$ cat config.mk
export PLATFORM = sky130hd
export DESIGN_NAME = vga_timing_gen
export DESIGN_NICKNAME = d
export VERILOG_FILES = /design/src/rtl/vga_pkg.sv /design/src/rtl/vga_phase_ctr.sv /design/src/rtl/vga_timing_gen.sv
export SDC_FILE = /design/constraint.sdc
export NUM_CORES = 1
export LEC_CHECK = 0
export CORE_ASPECT_RATIO = 1.4
export CORE_UTILIZATION = 50
export CTS_BUF_LIST = sky130_fd_sc_hd__clkbuf_8
export CTS_CLUSTER_DIAMETER = 120
export DETAILED_ROUTE_END_ITERATION = 6
export GPL_TIMING_DRIVEN = 0
export PLACE_DENSITY = 0.79
export RECOVER_POWER = 50
export SLEW_MARGIN = 20
export SYNTH_ARGS = -nofsm -noshare
export SYNTH_HDL_FRONTEND = slang
export SYNTH_SLANG_ARGS = --single-unit
$ cat constraint.sdc
create_clock -name clk -period 6.04 [get_ports clk]
set_clock_uncertainty 0.05 [all_clocks]
set_input_delay 1.208 -clock clk [delete_from_list [all_inputs] [get_ports clk]]
set_output_delay 1.208 -clock clk [all_outputs]
set_load 0.01 [all_outputs]
$ cat src/rtl/vga_pkg.sv
// Shared timing constants and phase encoding for the VGA timing generator.
// Defaults describe 800x600 @ 72 Hz on a 50 MHz pixel clock.
package vga_pkg;

  // Width of the signed spot coordinates and of the phase down-counters
  localparam int POS_W = 11;
  localparam int CNT_W = 11;

  // Horizontal timing in pixels
  localparam int H_ACTIVE = 800;
  localparam int H_FP     = 56;
  localparam int H_SYNC   = 120;
  localparam int H_BP     = 64;

  // Vertical timing in lines
  localparam int V_ACTIVE = 600;
  localparam int V_FP     = 37;
  localparam int V_SYNC   = 6;
  localparam int V_BP     = 23;

  // Phases of one axis, in the order they are visited
  typedef enum logic [1:0] {
    PH_FP     = 2'd0,
    PH_SYNC   = 2'd1,
    PH_BP     = 2'd2,
    PH_ACTIVE = 2'd3
  } phase_e;

  // Phase that follows ph along an axis
  function automatic phase_e next_phase(input phase_e ph);
    phase_e nxt;
    case (ph)
      PH_FP:     nxt = PH_SYNC;
      PH_SYNC:   nxt = PH_BP;
      PH_BP:     nxt = PH_ACTIVE;
      PH_ACTIVE: nxt = PH_FP;
      default:   nxt = PH_FP;
    endcase
    return nxt;
  endfunction

endpackage

$ cat src/rtl/vga_phase_ctr.sv
// One timing axis: a FP->SYNC->BP->ACTIVE phase FSM driven by a per-phase
// down-counter, plus the signed position (negative in blanking, 0.. in active).
module vga_phase_ctr
  import vga_pkg::*;
#(
  parameter int LEN_FP     = H_FP,
  parameter int LEN_SYNC   = H_SYNC,
  parameter int LEN_BP     = H_BP,
  parameter int LEN_ACTIVE = H_ACTIVE
) (
  input  logic                    clk,
  input  logic                    reset_n,
  input  logic                    adv_i,
  output logic signed [POS_W-1:0] pos_o,
  output phase_e                  phase_o,
  output logic                    wrap_o
);

  localparam int BLANK = LEN_FP + LEN_SYNC + LEN_BP;
  localparam logic signed [POS_W-1:0] POS_FIRST = POS_W'(-BLANK);

  phase_e                  phase_q, phase_d;
  logic [CNT_W-1:0]        cnt_q, cnt_d;
  logic signed [POS_W-1:0] pos_q, pos_d;

  // Down-counter reload value for a phase (length minus one)
  function automatic logic [CNT_W-1:0] len_m1(input phase_e ph);
    logic [CNT_W-1:0] v;
    case (ph)
      PH_FP:     v = CNT_W'(LEN_FP - 1);
      PH_SYNC:   v = CNT_W'(LEN_SYNC - 1);
      PH_BP:     v = CNT_W'(LEN_BP - 1);
      PH_ACTIVE: v = CNT_W'(LEN_ACTIVE - 1);
      default:   v = CNT_W'(LEN_FP - 1);
    endcase
    return v;
  endfunction

  // Next-state: count down inside a phase, hop to the next phase at zero
  always_comb begin
    phase_d = phase_q;
    cnt_d   = cnt_q;
    pos_d   = pos_q;
    wrap_o  = 1'b0;
    if (adv_i) begin
      if (cnt_q == {CNT_W{1'b0}}) begin
        phase_d = next_phase(phase_q);
        cnt_d   = len_m1(next_phase(phase_q));
      end else begin
        cnt_d   = cnt_q - {{(CNT_W-1){1'b0}}, 1'b1};
      end
      if ((phase_q == PH_ACTIVE) && (cnt_q == {CNT_W{1'b0}})) begin
        wrap_o = 1'b1;
        pos_d  = POS_FIRST;
      end else begin
        pos_d  = pos_q + 11'sd1;
      end
    end else begin
      wrap_o = 1'b0;
    end
  end

  // State register; reset parks the axis at the first front-porch position
  always_ff @(posedge clk) begin
    if (!reset_n) begin
      phase_q <= PH_FP;
      cnt_q   <= CNT_W'(LEN_FP - 1);
      pos_q   <= POS_FIRST;
    end else begin
      phase_q <= phase_d;
      cnt_q   <= cnt_d;
      pos_q   <= pos_d;
    end
  end

  assign pos_o   = pos_q;
  assign phase_o = phase_q;

endmodule

$ cat src/rtl/vga_timing_gen.sv
// VGA timing generator: horizontal/vertical phase counters produce the spot
// coordinate for renderers; syncs, blank and colour are delayed to match the
// renderer latency and presented as registered monitor outputs.
module vga_timing_gen
  import vga_pkg::*;
#(
  parameter int HACTIVE  = H_ACTIVE,
  parameter int HFP      = H_FP,
  parameter int HSYNC    = H_SYNC,
  parameter int HBP      = H_BP,
  parameter int VACTIVE  = V_ACTIVE,
  parameter int VFP      = V_FP,
  parameter int VSYNC    = V_SYNC,
  parameter int VBP      = V_BP,
  parameter int PIPE_LAT = 1,
  parameter bit HS_POL   = 1'b1,
  parameter bit VS_POL   = 1'b1
) (
  input  logic                    clk,
  input  logic                    reset_n,
  output logic signed [POS_W-1:0] spotX,
  output logic signed [POS_W-1:0] spotY,
  output logic                    frame_start,
  output logic                    line_start,
  input  logic [7:0]              pix_r,
  input  logic [7:0]              pix_g,
  input  logic [7:0]              pix_b,
  output logic [7:0]              vga_r,
  output logic [7:0]              vga_g,
  output logic [7:0]              vga_b,
  output logic                    vga_hs,
  output logic                    vga_vs,
  output logic                    vga_blank
);

  localparam logic signed [POS_W-1:0] X_FIRST = POS_W'(-(HFP + HSYNC + HBP));
  localparam logic signed [POS_W-1:0] Y_FIRST = POS_W'(-(VFP + VSYNC + VBP));

  // run_q holds the counters for one cycle after reset so that the first
  // spot (-HBLANK,-VBLANK) is presented with frame_start/line_start high.
  logic         run_q;
  phase_e       h_phase_s, v_phase_s;
  logic         h_wrap_s;
  logic         raw_blank_s, hs_lvl_s, vs_lvl_s, act_dly_s;
  logic [PIPE_LAT:0]   blank_sr_q, hs_sr_q, vs_sr_q;
  logic [PIPE_LAT+1:0] blank_tap_s, hs_tap_s, vs_tap_s;
  logic [7:0]   vga_r_q, vga_g_q, vga_b_q;

  vga_phase_ctr #(
    .LEN_FP(HFP), .LEN_SYNC(HSYNC), .LEN_BP(HBP), .LEN_ACTIVE(HACTIVE)
  ) u_h_ctr (
    .clk(clk), .reset_n(reset_n), .adv_i(run_q),
    .pos_o(spotX), .phase_o(h_phase_s), .wrap_o(h_wrap_s)
  );

  vga_phase_ctr #(
    .LEN_FP(VFP), .LEN_SYNC(VSYNC), .LEN_BP(VBP), .LEN_ACTIVE(VACTIVE)
  ) u_v_ctr (
    .clk(clk), .reset_n(reset_n), .adv_i(h_wrap_s),
    .pos_o(spotY), .phase_o(v_phase_s), .wrap_o()
  );

  // Raw (undelayed) sync levels and blank; taps[k] is the raw value k cycles ago
  always_comb begin
    raw_blank_s = ~((h_phase_s == PH_ACTIVE) && (v_phase_s == PH_ACTIVE));
    hs_lvl_s    = (h_phase_s == PH_SYNC) ? HS_POL : ~HS_POL;
    vs_lvl_s    = (v_phase_s == PH_SYNC) ? VS_POL : ~VS_POL;
    blank_tap_s = {blank_sr_q, raw_blank_s};
    hs_tap_s    = {hs_sr_q, hs_lvl_s};
    vs_tap_s    = {vs_sr_q, vs_lvl_s};
    act_dly_s   = ~blank_tap_s[PIPE_LAT];
  end

  // Start-of-hold flag plus sync/blank delay lines
  always_ff @(posedge clk) begin
    if (!reset_n) begin
      run_q      <= 1'b0;
      blank_sr_q <= {(PIPE_LAT+1){1'b1}};
      hs_sr_q    <= {(PIPE_LAT+1){~HS_POL}};
      vs_sr_q    <= {(PIPE_LAT+1){~VS_POL}};
    end else begin
      run_q      <= 1'b1;
      blank_sr_q <= blank_tap_s[PIPE_LAT:0];
      hs_sr_q    <= hs_tap_s[PIPE_LAT:0];
      vs_sr_q    <= vs_tap_s[PIPE_LAT:0];
    end
  end

  // Colour register: pass renderer colour only for spots that were active
  always_ff @(posedge clk) begin
    if (!reset_n) begin
      vga_r_q <= 8'd0;
      vga_g_q <= 8'd0;
      vga_b_q <= 8'd0;
    end else if (act_dly_s) begin
      vga_r_q <= pix_r;
      vga_g_q <= pix_g;
      vga_b_q <= pix_b;
    end else begin
      vga_r_q <= 8'd0;
      vga_g_q <= 8'd0;
      vga_b_q <= 8'd0;
    end
  end

  assign line_start  = run_q & (spotX == X_FIRST);
  assign frame_start = run_q & (spotX == X_FIRST) & (spotY == Y_FIRST);
  assign vga_r       = vga_r_q;
  assign vga_g       = vga_g_q;
  assign vga_b       = vga_b_q;
  assign vga_blank   = blank_sr_q[PIPE_LAT];
  assign vga_hs      = hs_sr_q[PIPE_LAT];
  assign vga_vs      = vs_sr_q[PIPE_LAT];

endmodule

# Yosys cells after proc, flatten, opt, wreduce, memory -nomap -nowiden
# Cells that the tools add are included.
# Widths: inputs -> output; s select.
# totals
regBits	79
latchBits	0
ram_bits	0
rom_bits	0
inputBits	26
out_inout_bits	51
n_memories	0
# op_classes
addsub	4
mul	0
div_mod_pow	0
order_cmp	0
n_eq_ne	14
shifts	0
mux	17
bitwise	4
reduce_logical	12
# ops
op	n
$pmux 11 s4	2
$mux 11	4
$add 11x2->11 const B	2
$logic_not 11->1	2
$sub 11x1->11 const B	2
$eq 2x2->1 const B	8
$pmux 2 s4	2
$eq 11x8->1 const B	1
$eq 11x9->1 const B	1
$eq 2x1->1 const B	4
$logic_not 2->1	4
$mux 2	4
$mux 1	5
$reduce_and 2->1	2
$logic_and 1x1->1	3
$and 1x1->1	2
$not 1->1	2
$reduce_or 2->1	1

# Logic depth before layout (Yosys ltp)
# Gate-level depths: netlist (run 1).
# logic_depth
word_depth	8
ltp_mapped	8

# Hierarchy
# Synthesis (run 1) repeated with hierarchy kept, for this count alone.
# unflattened
hier_cells	355
area_unflattened_um2	3370.7
# modules_own_cells
module	n_inst	cells_per_inst	area_per_inst_um2	seq_area_each_um2
vga_phase_ctr (u_h_ctr)	1	144	1251.2	480.5
vga_phase_ctr (u_v_ctr)	1	135	1204.9	480.5
vga_timing_gen	1	76	914.6	620.6

# Worst setup path before layout (run 1)
# No wires, ideal clock.
# synth_timing
path_kind	register to output
from	reg u_h_ctr.pos_q[3] (netlist: u_h_ctr.pos_o[3])
to	out frame_start
arrival_ns	1.631
required_time_ns	4.782
path_slack_ns	3.151
stages_incl_launch_ff	4
n_path_buf	0
path_cell_list	dfxtp_1 > or4b_2 > nor3_1 > and4_1
# synth_between
elab_chain_len	3
# synth_rtl
element	line	rtl
from (decl)	vga_phase_ctr.sv:24	logic signed [POS_W-1:0] pos_q, pos_d;
from (signal assigned)	vga_phase_ctr.sv:72	pos_q <= pos_d;
$eq 11x9->1	n/a	
$and 1x1->1	n/a	
net line_start	vga_timing_gen.sv:24	output logic line_start,
$and 1x1->1	vga_timing_gen.sv:107	assign frame_start = run_q & (spotX == X_FIRST) & (spotY == Y_FIRST);
to (decl)	vga_timing_gen.sv:23	output logic frame_start,
# The timed path passes the listed nets, and every way through them passes these cells.

# Worst setup path in the final report (run 1)
# layout_timing
from	reg u_h_ctr.pos_q[3] (netlist: u_h_ctr.pos_o[3])
to	out frame_start
# layout_between
elab_chain_len	3
# layout_rtl
element	line
$eq 11x9->1	vga_timing_gen.sv:107
$and 1x1->1 (2 in series)	vga_timing_gen.sv:107
# No other way between the ends.

==> results of run 1 <==
## path summary, 6_finish.rpt
kind | start | end | slack, ns | depth (start not counted)
setup / recovery | u_h_ctr.pos_o[3]$_SDFFE_PN0P_ | frame_start | 2.19 | 4
hold / removal | hs_sr_q[0]$_SDFF_PN0_ | hs_sr_q[1]$_SDFF_PN0_ | 0.38 | 1
setup reg to reg | u_h_ctr.cnt_q[0]$_SDFFE_PN1P_ | u_v_ctr.cnt_q[5]$_SDFFE_PN1P_ | 2.96 | 8
hold reg to reg | hs_sr_q[0]$_SDFF_PN0_ | hs_sr_q[1]$_SDFF_PN0_ | 0.38 | 1
## layout make-up
| cell class | instances | area, µm² |
|---|---|---|
| Fill cell | 576 | 2150 |
| Multi-Input combinational cell | 275 | 1760 |
| Sequential cell | 79 | 1580 |
| Timing Repair Buffer | 76 | 761 |
| Clock buffer | 10 | 138 |
| Tap cell | 92 | 115 |
| Buffer | 16 | 63.8 |
| Inverter | 16 | 60.1 |
| Clock inverter | 5 | 26.3 |
## registers in the layout, summed over array words and instances, names as in the netlist
name	flops
hs_sr_q	2
run_q	1
vga_r	8
u_h_ctr.pos_o	11
u_h_ctr.phase_o	2
blank_sr_q	2
u_v_ctr.phase_o	2
vga_g	8
u_v_ctr.pos_o	11
u_v_ctr.cnt_q	11
u_h_ctr.cnt_q	11
vs_sr_q	2
vga_b	8
## layer usage
| layer | track usage | up-vias |
|---|---|---|
| met4 | 0.118 | 0 |
| met1 | 0.242 | 1435 |
| met5 | 0 | - |
| met3 | 0.0690 | 14 |
| met2 | 0.425 | 121 |
| li1 | - | 1524 |
## power groups by stage
stage / sequential, mW / clock [mW] / combinational [mW]
floorplan: 0.540 / 0 / 0.0213
global placement: 0.540 / 0 / 0.0486
detailed placement: 0.541 / 0 / 0.0500
CTS: 0.528 / 0.342 / 0.0502
global route: 0.529 / 0.358 / 0.0540
finish: 0.528 / 0.337 / 0.0492
## placed cells by master, fill, tap and decap left out, drive strengths merged, types with 3 or more instances in the layout
cell           Yosys  layout
mux2i              5       5
nand3             24      24
dlygate4sd3        0      34
nor4               8       8
o22ai              3       3
or4                8       8
o21ai             12      12
inv               16      17
nor2              23      23
nand2             38      38
buf                3       3
ha                17      17
and3               4       4
clkinv             0       3
xor2               9       9
nand3b             3       3
or3                6       6
a211oi             3       3
clkbuf            13      23
a21oi             14      14
dfxtp             79      79
xnor2              9       9
a31oi              3       3
nor3              14      14
o21a               5       5
clkdlybuf4s50      0      42
and2              32      32
nand4              9       9
o31ai              3       3
## cells by family after synthesis
| kind of cell | count (synthesis) | synth area share |
|---|---|---|
| simple gates | 181 | 0.285 |
| xor+xnor | 18 | 0.0455 |
| buf+inv | 32 | 0.0357 |
| fa+ha+maj | 17 | 0.0614 |
| mux | 5 | 0.0144 |
| flops | 79 | 0.456 |
| compound gates | 54 | 0.102 |
## per-stage QoR
step                 util  instances  setup slack (ns)  cell area [µm²]  hold slack (ns)
global route        0.677        569              2.09             4510            0.397
CTS                 0.677        569              2.16             4510            0.388
detailed placement  0.652        554              2.55             4340            0.374
floorplan               -        386              3.15             3470            0.362
finish              0.677        569              2.19             4510            0.382
global placement    0.652        554              2.56             4340            0.367
==> impl_metrics.csv, run 1 <==
group,metric,value,unit
critical_path,cp-end-kind,"output port",
yosys,syn_area,3470,µm²
detailed_routing,dr.pass1.iters,4,
finish,drive_above_1_share,0.0503,
critical_path,cp.arrival,2.59,ns
timing,tightest_slew,1.24,ns
die,floorplan.die_area,7270,µm²
finish,num_antenna_cells,0,
critical_path,path_class,"reg2out",
finish,area_delta_synth_final,30.0,%
global_routing,antenna_found_initial,0,
clocking,clk-insertion-delay-late,0.35,ns
power,p_int,706,µW
clocking,cts_resized,0,
job,maxCapViolCount,0,
timing,drv_slew,0,
critical_path,critPathMaxStageDelay,0.68,ns
yosys,ys_warn_count,0,
detailed_routing,remaining_drc_errors,0,
timing,finalCriticalPeriod,3.85,ns
critical_path,crit_family,"simple AND/OR/NAND/NOR gates",
power,ir_drop,140,µV
yosys,syn_inst,386,
detailed_routing,num_vias,3094,
timing,rsz0062_at_grt,"no",
yosys,yosysTopAreaCell,"dfxtp_1",
clocking,clkTransAtPathRegs,0.08,ns
yosys,yosysTopAreaCellShare,0.456,
die,start_util,0.521,
power,p_switching,209,µW
timing,hold_viol,0,
clocking,cts_max_path_buffers,2,
yosys,dominantRegCellSynth,"dfxtp_1",
detailed_routing,drt_iter0_markers,112,
critical_path,cp_cell_sequence,"or4b_2 > nor3_1 > and4_1 > clkdlybuf4s50_1",
global_routing,grt_overflow,0,
timing,relSlewSlack,0.168,
detailed_routing,via_per_inst,5.44,
timing,timing.final.crit_share,0.637,
detailed_routing,wl_met2,4100,µm
power,total_power,915,µW
yosys,synth_edf_count,0,
clocking,ctsHoldBuffers,0,
detailed_routing,wl_met1,3120,µm
power,seq_power_share,0.578,
die,rows,35,
power,power_frac_comb,0.054,
power,p_leak,1.74,nW
global_routing,grt_usage,0.235,
detailed_routing,wl_per_cell,14.2,µm
yosys,async_flop_share,0,
die,io_pins,77,
clocking,postCtsSetupRepairBufs,0,
clocking,cts_buffers,9,
clocking,h-tree-depth,3,
power,clkPwrFrac,0.369,
critical_path,cp-start-kind,"flop",
die,die_h,101,µm
yosys,syn_area_per_cell,8.98,µm²
yosys,synthTopCellsByArea,"dfxtp_1 46%, ha_1 6.1%, and2_1 5.8%, nand2_1 4.1%, nand3_1 3.5%",
critical_path,cp_max_fo,6,
detailed_routing,ant_nets,0,
detailed_routing,topRoutingLayerUsed,"met4",
critical_path,critPathBufInv,1,
global_routing,first_global_vias,2970,
die,core,6660,µm²
yosys,ys_types,47,
yosys,yosysMostFrequentCell,"dfxtp_1",
yosys,syn_nets,429,
status,status,"completed",
detailed_routing,wl,8050,µm
global_routing,grt_pass1_wl,13200,µm
clocking,cts.sinks,79,
critical_path,crit_slowest_cell,"or4b_2",
hold_path,min_path_type,"reg2reg",
clocking,cts-root-buf,"clkbuf_8",
placed_design,portBuffers,76,
timing,fmaxAchievable,260,MHz
power,switching_share,0.228,
timing,finalSetupViolCount,0,
power,power_density,203,nW/µm²
detailed_routing,met3_length,667,µm
yosys,synth-seq-cells,79,
yosys,synth_common_cells,"79 x dfxtp_1, 38 x nand2_1, 32 x and2_1",
placed_design,gp_congestion,0.820,
die,fp.dieW,72.4,µm
timing,setup_tns,0,ns
placed_design,dp.final_hpwl,6100,µm
global_routing,grt_max_degree,13,
clocking,cts_tree,"yes",
critical_path,cp.required,4.78,ns
finish,finalNetCount,516,
yosys,synth-seq-area-share,0.456,
(Power assumes the default switching activity.)
==> run 2: changes to the inputs <==
--- a/config.mk
+++ b/config.mk
@@ -6,12 +6,12 @@
 export NUM_CORES = 1
 export LEC_CHECK = 0
 export CORE_ASPECT_RATIO = 1.4
-export CORE_UTILIZATION = 50
+export CORE_UTILIZATION = 47
 export CTS_BUF_LIST = sky130_fd_sc_hd__clkbuf_8
 export CTS_CLUSTER_DIAMETER = 120
 export DETAILED_ROUTE_END_ITERATION = 6
 export GPL_TIMING_DRIVEN = 0
-export PLACE_DENSITY = 0.79
+export PLACE_DENSITY = 0.78
 export RECOVER_POWER = 50
 export SLEW_MARGIN = 20
 export SYNTH_ARGS = -nofsm -noshare
==> constraint.sdc (replaced) <==
create_clock -name clk -period 3.2 [get_ports clk]
set_clock_uncertainty 0.05 [all_clocks]
set_input_delay 0.64 -clock clk [delete_from_list [all_inputs] [get_ports clk]]
set_output_delay 0.64 -clock clk [all_outputs]
set_load 0.01 [all_outputs]
==> run 2 against run 1 <==
Core utilization is 2.8 points lower. Cell area increased by 1.2%. Final cell count rose by 0.70%. Non-clock buffer count unchanged. First-iteration DRC count up 21%. Count of clock-buffer cells in the layout decreased by 1. Die area increased by 6.2%. Global-route usage fell by 1.8 points. Sequential share of layout area is 0.41 points lower. Largest cell class unchanged. Highest routed layer unchanged.
==> impl_metrics.csv, run 2 (synthesis gave the netlist of run 1 again) <==
group,metric,value,unit
status,status,"completed",
critical_path,cp-end-kind,"output port",
power,power_frac_comb,0.049,
placed_design,portBuffers,76,
power,clkPwrFrac,0.420,
detailed_routing,dr.pass1.iters,6,
job,maxCapViolCount,0,
finish,finalNetCount,516,
detailed_routing,drt_iter0_markers,136,
critical_path,cp-start-kind,"flop",
global_routing,antenna_found_initial,0,
detailed_routing,remaining_drc_errors,0,
placed_design,dp.final_hpwl,5880,µm
die,floorplan.die_area,7730,µm²
timing,rsz0062_at_grt,"no",
die,start_util,0.493,
die,fp.dieW,74.6,µm
finish,num_antenna_cells,0,
clocking,h-tree-depth,3,
power,power_density,412,nW/µm²
timing,fmaxAchievable,323,MHz
hold_path,whs_path_depth,1,
critical_path,path_class,"reg2out",
detailed_routing,wl_per_cell,13.9,µm
finish,mostFrequentLayoutCells,"79 x dfxtp_1, 49 x dlygate4sd3_1, 38 x nand2_1, 27 x clkdlybuf4s50_1",
finish,drive_above_1_share,0.0544,
die,io_pins,77,
hold_path,min_path_type,"reg2reg",
timing,timing.final.crit_share,0.969,
clocking,clkTransAtPathRegs,0.09,ns
clocking,clk-insertion-delay-late,0.34,ns
global_routing,first_global_vias,2959,
placed_design,gp_congestion,0.921,
power,p_leak,1.76,nW
clocking,cts_max_path_buffers,2,
timing,drv_slew,0,
detailed_routing,wl,7970,µm
critical_path,cp.required,2.51,ns
global_routing,grt_pass1_wl,13200,µm
detailed_routing,via_per_inst,5.44,
critical_path,cp.arrival,2.41,ns
critical_path,cp_max_fo,6,
global_routing,grt_max_degree,14,
finish,area_delta_synth_final,31.6,%
die,core,7030,µm²
timing,setup_tns,0,ns
timing,hold_viol,0,
power,total_power,1.88,mW
power,p_switching,403,µW
power,switching_share,0.215,
die,die_h,104,µm
timing,tightest_slew,1.05,ns
finish,final_common_cell,"dfxtp_1",
clocking,cts-root-buf,"clkbuf_8",
clocking,ctsHoldBuffers,0,
clocking,postCtsSetupRepairBufs,0,
die,rows,36,
clocking,cts.sinks,79,
global_routing,grt_usage,0.217,
power,ir_drop,279,µV
power,seq_power_share,0.531,
clocking,cts_buffers,9,
timing,timing.hold.ws,0.403,ns
global_routing,grt_overflow,0,
power,p_int,1.47,mW
timing,finalSetupViolCount,0,
timing,relSlewSlack,0.296,
critical_path,worstRegToRegCells,8,
detailed_routing,num_vias,3117,
detailed_routing,ant_nets,0,
clocking,cts_tree,"yes",
timing,finalCriticalPeriod,3.10,ns
run 2: cell count changes in the layout (fill, tap and decap cells not counted):
cell | before | now
and2_0 | 3 | 8
bufinv_16 | 0 | 2
clkbuf_2 | 1 | 2
clkbuf_8 | 10 | 9
clkdlybuf4s50_1 | 42 | 27
clkbuf_1 | 12 | 11
clkinvlp_4 | 1 | 2
and2_1 | 29 | 24
dlygate4sd3_1 | 34 | 49
clkinv_2 | 3 | 2
run 2: repair_timing:
item,in CTS,in global routing
resized for setup,0,2
endpoints found under the hold margin,0,0
setup endpoints to repair,0,1
run 2: stage by stage:
stage               area (µm²)  worst slack [ns]  instances   util
CTS                       4560            0.0485        573  0.649
global route              4560           0.00274        573  0.649
detailed placement        4350             0.274        557  0.618
finish                    4560            0.0997        573  0.649
floorplan                 3470             0.875        386      -
global placement          4350             0.280        557  0.618
run 2: final timing paths:
kind                                  from                             to  slack, ns
min                  vs_sr_q[0]$_SDFF_PN0_          vs_sr_q[1]$_SDFF_PN0_       0.40
min reg2reg          vs_sr_q[0]$_SDFF_PN0_          vs_sr_q[1]$_SDFF_PN0_       0.40
max          u_h_ctr.pos_o[3]$_SDFFE_PN0P_                    frame_start        0.1
max reg2reg  u_h_ctr.cnt_q[0]$_SDFFE_PN1P_  u_v_ctr.cnt_q[5]$_SDFFE_PN1P_       0.20
run 2: cell type report:
type / instances / area (µm²)
Buffer: 16 / 65.1
Clock buffer: 9 / 124
Clock inverter: 7 / 88.8
Fill cell: 619 / 2470
Inverter: 16 / 60.1
Multi-Input combinational cell: 275 / 1760
Sequential cell: 79 / 1580
Tap cell: 95 / 119
Timing Repair Buffer: 76 / 761
run 2: power groups by stage:
stage	logic [mW]	registers [mW]	clock network, mW
2_1_floorplan	0.0402	1.02	0
3_3_place_gp	0.0920	1.02	0
3_5_place_dp	0.0933	1.02	0
4_1_cts	0.0942	0.997	0.800
5_1_grt	0.102	0.998	0.851
6_report	0.0923	0.997	0.787
run 2: layer usage:
metal  track usage  part of all wire
met5             0                 0
met4        0.0755             0.015
met3        0.0875             0.080
met2         0.373              0.52
met1         0.231              0.38
run 2: worst max-delay path: stages (launching register included):
cell,delay [ns]
dfxtp_1,0.37
or4b_2,0.68
nor3_1,0.25
and4_1,0.23
clkdlybuf4s50_1,0.53
